<file path="src/rtl/axil_cfg_arbiter.sv">
// rtl/axil_cfg_arbiter.sv - round-robin two-requester AXI4-Lite master, one transaction at a time.
// Optional stall timeout built only when AXIL_CFG_ARB_TIMEOUT_EN is defined.
module axil_cfg_arbiter #(
  parameter int unsigned TIMEOUT_CYCLES = 255
) (
  input  logic        S_AXI_ACLK,
  input  logic        S_AXI_ARESET,
  input  logic [1:0]  REQ_VALID,
  output logic [1:0]  REQ_READY,
  input  logic [1:0]  REQ_WRITE,
  input  logic [13:0] REQ_ADDR,
  input  logic [63:0] REQ_WDATA,
  input  logic [7:0]  REQ_WSTRB,
  output logic [1:0]  RSP_VALID,
  output logic [31:0] RSP_RDATA,
  output logic [1:0]  RSP_RESP,
  output logic        STALL_ERR,
  output logic [6:0]  M_AXI_AWADDR,
  output logic [2:0]  M_AXI_AWPROT,
  output logic        M_AXI_AWVALID,
  input  logic        M_AXI_AWREADY,
  output logic [31:0] M_AXI_WDATA,
  output logic [3:0]  M_AXI_WSTRB,
  output logic        M_AXI_WVALID,
  input  logic        M_AXI_WREADY,
  input  logic [1:0]  M_AXI_BRESP,
  input  logic        M_AXI_BVALID,
  output logic        M_AXI_BREADY,
  output logic [6:0]  M_AXI_ARADDR,
  output logic [2:0]  M_AXI_ARPROT,
  output logic        M_AXI_ARVALID,
  input  logic        M_AXI_ARREADY,
  input  logic [31:0] M_AXI_RDATA,
  input  logic [1:0]  M_AXI_RRESP,
  input  logic        M_AXI_RVALID,
  output logic        M_AXI_RREADY
);

  typedef enum logic [2:0] {S_IDLE, S_WR, S_WB, S_RA, S_RR, S_RSP} state_t;

  state_t      state, state_n;
  logic        last, grant, owner;
  logic        aw_done, w_done;
  logic [6:0]  addr_q;
  logic [31:0] wdata_q, rdata_q;
  logic [3:0]  wstrb_q;
  logic [1:0]  resp_q;

  assign M_AXI_AWADDR = addr_q;
  assign M_AXI_ARADDR = addr_q;
  assign M_AXI_WDATA  = wdata_q;
  assign M_AXI_WSTRB  = wstrb_q;
  assign M_AXI_AWPROT = 3'b000;
  assign M_AXI_ARPROT = 3'b000;
  assign RSP_RDATA    = rdata_q;
  assign RSP_RESP     = resp_q;

  // On a tie the requester that did not win last time gets the slot.
  assign grant = (&REQ_VALID) ? ~last : REQ_VALID[1];

  always_comb begin
    state_n       = state;
    REQ_READY     = 2'b00;
    RSP_VALID     = 2'b00;
    M_AXI_AWVALID = 1'b0;
    M_AXI_WVALID  = 1'b0;
    M_AXI_BREADY  = 1'b0;
    M_AXI_ARVALID = 1'b0;
    M_AXI_RREADY  = 1'b0;
    case (state)
      S_IDLE: begin
        if ((|REQ_VALID) && !S_AXI_ARESET) begin
          REQ_READY[grant] = 1'b1;
          state_n = REQ_WRITE[grant] ? S_WR : S_RA;
        end
      end
      S_WR: begin
        M_AXI_AWVALID = !aw_done;
        M_AXI_WVALID  = !w_done;
        if ((aw_done || M_AXI_AWREADY) && (w_done || M_AXI_WREADY))
          state_n = S_WB;
      end
      S_WB: begin
        M_AXI_BREADY = 1'b1;
        if (M_AXI_BVALID) state_n = S_RSP;
      end
      S_RA: begin
        M_AXI_ARVALID = 1'b1;
        if (M_AXI_ARREADY) state_n = S_RR;
      end
      S_RR: begin
        M_AXI_RREADY = 1'b1;
        if (M_AXI_RVALID) state_n = S_RSP;
      end
      S_RSP: begin
        RSP_VALID[owner] = 1'b1;
        state_n = S_IDLE;
      end
      default: state_n = S_IDLE;
    endcase
  end

  always_ff @(posedge S_AXI_ACLK) begin
    if (S_AXI_ARESET) begin
      state   <= S_IDLE;
      last    <= 1'b1;
      owner   <= 1'b0;
      aw_done <= 1'b0;
      w_done  <= 1'b0;
      addr_q  <= '0;
      wdata_q <= '0;
      wstrb_q <= '0;
      rdata_q <= '0;
      resp_q  <= '0;
    end else begin
      state <= state_n;
      case (state)
        S_IDLE: begin
          if (|REQ_VALID) begin
            last    <= grant;
            owner   <= grant;
            addr_q  <= grant ? REQ_ADDR[13:7]   : REQ_ADDR[6:0];
            wdata_q <= grant ? REQ_WDATA[63:32] : REQ_WDATA[31:0];
            wstrb_q <= grant ? REQ_WSTRB[7:4]   : REQ_WSTRB[3:0];
            aw_done <= 1'b0;
            w_done  <= 1'b0;
          end
        end
        S_WR: begin
          if (M_AXI_AWREADY) aw_done <= 1'b1;
          if (M_AXI_WREADY)  w_done  <= 1'b1;
        end
        S_WB: begin
          if (M_AXI_BVALID) begin
            rdata_q <= '0;
            resp_q  <= M_AXI_BRESP;
          end
        end
        S_RR: begin
          if (M_AXI_RVALID) begin
            rdata_q <= M_AXI_RDATA;
            resp_q  <= M_AXI_RRESP;
          end
        end
        default: ;
      endcase
    end
  end

`ifdef AXIL_CFG_ARB_TIMEOUT_EN
  logic [15:0] tmo_cnt;
  logic        stall_q;

  assign STALL_ERR = stall_q;

  // Counts cycles spent waiting on the slave; the flag fires as the count reaches the limit.
  always_ff @(posedge S_AXI_ACLK) begin
    if (S_AXI_ARESET) begin
      tmo_cnt <= '0;
      stall_q <= 1'b0;
    end else if (state == S_IDLE) begin
      tmo_cnt <= '0;
    end else if (state != S_RSP) begin
      if (tmo_cnt != 16'hFFFF) tmo_cnt <= tmo_cnt + 16'd1;
      if ((32'(tmo_cnt) + 32'd1) == TIMEOUT_CYCLES) stall_q <= 1'b1;
    end
  end
`else
  logic unused_tmo;
  assign unused_tmo = (TIMEOUT_CYCLES == 0);
  assign STALL_ERR  = 1'b0;
`endif

endmodule
</file>
<file path="config.mk">
export PLATFORM = sky130hd
export DESIGN_NAME = axil_cfg_arbiter
export DESIGN_NICKNAME = d
export VERILOG_FILES = /design/src/rtl/axil_cfg_arbiter.sv
export SDC_FILE = /design/constraint.sdc
export NUM_CORES = 1
export LEC_CHECK = 0
export CAP_MARGIN = 20
export CORE_MARGIN = 4
export CORE_UTILIZATION = 36
export CTS_BUF_LIST = sky130_fd_sc_hd__clkbuf_8
export CTS_CLUSTER_SIZE = 10
export DETAILED_ROUTE_END_ITERATION = 6
export GPL_TIMING_DRIVEN = 1
export PLACE_DENSITY = 0.78
export SKIP_CTS_REPAIR_TIMING = 1
export SLEW_MARGIN = 20
export SYNTH_ARGS = -nofsm -noshare
export SYNTH_HDL_FRONTEND = slang
export SYNTH_SLANG_ARGS = --single-unit
</file>
<file path="constraint.sdc">
create_clock -name S_AXI_ACLK -period 4.4 [get_ports S_AXI_ACLK]
set_input_delay 0.88 -clock S_AXI_ACLK [delete_from_list [all_inputs] [get_ports S_AXI_ACLK]]
set_output_delay 0.88 -clock S_AXI_ACLK [all_outputs]
set_load 0.02 [all_outputs]
</file>
==> impl_metrics.ini <==
[flow_run]
timing.max_cap.violations = 0

[setup_path]
start_kind = primary input
reg2reg_from = state[2]
slowest_delay_ns = 0.61
crit_path_frequent_cell = clkdlybuf4s50_1
slowest_stage = clkdlybuf4s50_1
r2r-end = M_AXI_WDATA[22]
crit_path_start = REQ_VALID[1]
crit_type = primary input to output pin
rrSetupSlack_ns = 2.09
end_kind = output pin
worstPathRequired_ns = 3.52
crit_end = REQ_READY[1]
reg2regPathDepth = 5
cp_max_fo = 8
arrival_ns = 2.65
path_cells = clkdlybuf4s50_1 -> a21boi_4 -> and3_1 -> clkdlybuf4s50_1

[die]
start_util_pct = 37.01
coreArea_mm2 = 0.01032
num_io_pins = 233
fp.dieArea_mm2 = 0.01233
num_rows = 37
die_x_um = 111.0
die_h_um = 111.0

[logic_synthesis]
yosysMostFrequentCell = nor2_1
synth_warnings = 0
synthCells = 382
synth_edf_count = 0
ys_seq_area_share_pct = 44.01
ys_top_cells_by_count = 86 x nor2_1, 84 x dfxtp_1, 47 x mux2i_1, 43 x a211oi_1, 30 x a22oi_2
syn_area_per_cell_um2 = 10.00
synth.largest_area_cell = dfxtp_1
synth_area_mm2 = 0.003821
synth_flop_cell = dfxtp_1
async_reset_ff_share_pct = 0
synth_top_area_share_pct = 44.01
ys_types = 35
ys_seq_elements = 84
synthTopCellsByArea = dfxtp_1 44%, mux2i_1 12%, a22oi_2 9.8%

[grt]
gr-total-overflow = 0
grt_pass1_vias = 3574
antenna_found_initial = 0
grt_pass1_wl_um = 18250
grt_max_degree = 83
grt_usage_pct = 17.96

[power_and_ir_drop]
power.share.clock_pct = 19.2
leakagePower_nw = 2.289
intPower_w = 0.002142
power_density_mw_per_mm2 = 555.6
switchingPower_w = 0.001333
ir_drop_uv = 276.7
pwr-share-comb_pct = 48.5
switching_share_pct = 38.36
p_seq_share_pct = 32.3

[timing]
hold_viol_final = 0
tns_ns = 0
fin_skew_ns = 0.01271
fmax_mhz = 283.1
min_period_ns = 3.533
max_slew.worst_pin.slew_ns = 0.8725
slew_viol_final = 0
rsz0062_at_grt = no
whs_ns = 0.5003
post-route-period-util_pct = 80.29
setup_viol = 0
slew_headroom_pct = 41.83

[route]
vias = 3533
vias_per_cell = 4.893
antenna_left = 0
drt-total-wl_um = 11470
wl_met2_um = 5471
first_pass_iters = 4
highest_layer = met4
route.met3.wl_um = 1178
drc = 0
drt_iter0_markers = 198
wl_per_cell_um = 15.88
wl_met1_um = 4640

[finish]
area_growth_pct = 63.65
layout.nets = 714
drive_above_1_share_pct = 10.58
n_antenna_cell = 0
final_core_util_pct = 60.57

[clock_network]
clock-sinks = 84
h-tree-depth = 3
cts_tree = yes
cts_buffers = 9
clk-insertion-delay-late_ns = 0.34
clk_pin_slew_ns = 0.09
clockRootBuffer = clkbuf_8
clockBufferDepth = 2

[place]
gp_congestion = 0.7924
place_hpwl_um = 8851
io_buffers = 225

[status]
status = complete, no violations

[min_path]
hold_class = register to register
==> metrics by stage <==
| step | total power, W | area, um^2 | cells | setup WS, ns |
|---|---|---|---|---|
| 6_report | 0.003475 | 6254 | 722 | 0.8673 |
| 5_1_grt | 0.003703 | 6254 | 722 | 0.8110 |
| 4_1_cts | 0.003520 | 6254 | 722 | 0.8765 |
| 3_5_place_dp | 0.002841 | 6007 | 706 | 0.8874 |
| 3_3_place_gp | 0.002799 | 6007 | 706 | 0.9234 |
| 2_1_floorplan | 0.002187 | 3844 | 388 | 1.696 |
==> logic make-up (layout without fill, tap and decap cells) <==
kind of cell           count (synthesis)  after routing  synth area share, %
buffers and inverters                 50            248                8.645
other                                  1              7              0.09814
multiplexers                          49             49                12.90
AO/OA/AOI/OAI                         91             91                21.58
flip-flops                            84             84                44.01
AND/OR/NAND/NOR                      107            107                12.77
==> cell usage in the layout, fill, tap and decap left out, types with 3 or more instances in the layout <==
cell type and n:
conb_1 7, buf_4 4, dfxtp_1 84, nor2_1 86, o21ai_0 3, a22oi_2 30
clkdlybuf4s50_1 224, mux2i_1 47, nand2_1 5, and3_1 3, clkbuf_8 9, bufinv_16 3
a211oi_1 43, a22oi_1 4
==> sequential cells by signal, indices dropped and copies added (netlist names) <==
name and flops:
M_AXI_WDATA 32, RSP_RDATA 32, M_AXI_ARADDR 7, M_AXI_WSTRB 4, state 3, RSP_RESP 2
aw_done 1, last 1, owner 1, w_done 1
==> power by group through the flow <==
| stage | combinational (W) | clock (W) | sequential, W |
|---|---|---|---|
| global route | 0.00182 | 0.000723 | 0.00116 |
| global placement | 0.00167 | 0 | 0.00113 |
| CTS | 0.00170 | 0.000691 | 0.00112 |
| floorplan | 0.000864 | 0 | 0.00132 |
| finish | 0.00169 | 0.000667 | 0.00112 |
| detailed placement | 0.00170 | 0 | 0.00114 |
==> worst min-delay path by stage <==
| stage | from | cells past startpoint | endpoint |
|---|---|---|---|
| floorplan | owner | 1 | owner |
| global placement | RSP_RESP[0] | 2 | RSP_RESP[0] |
| detailed placement | RSP_RDATA[16] | 2 | RSP_RDATA[16] |
| CTS | M_AXI_WDATA[26] | 2 | M_AXI_WDATA[26] |
| global route | M_AXI_WSTRB[2] | 2 | M_AXI_WSTRB[2] |
| finish | M_AXI_WDATA[6] | 2 | M_AXI_WDATA[6] |
==> final cells by class <==
| cell class | count | area [um^2] |
|---|---|---|
| well taps | 136 | 170.2 |
| fillers | 885 | 4070 |
| repair buffers | 230 | 2297 |
| flip-flops and latches | 84 | 1682 |
| inverters | 2 | 7.507 |
| multi-input cells | 254 | 1851 |
| clock buffers | 9 | 123.9 |
| clock inverters | 7 | 122.6 |
==> worst max-delay path: cells and delay by family <==
| kind | cells | cell delay, ns |
|---|---|---|
| buf+inv | 2 | 1.15 |
| simple gates | 1 | 0.23 |
| compound gates | 1 | 0.39 |
==> routing by layer <==
metal	global-route usage (%)	vias up
li1	-	1746
met1	20.66	1592
met2	31.43	180
met3	6.605	15
met4	4.785	0
met5	0	-
(Power assumes the default switching activity.)
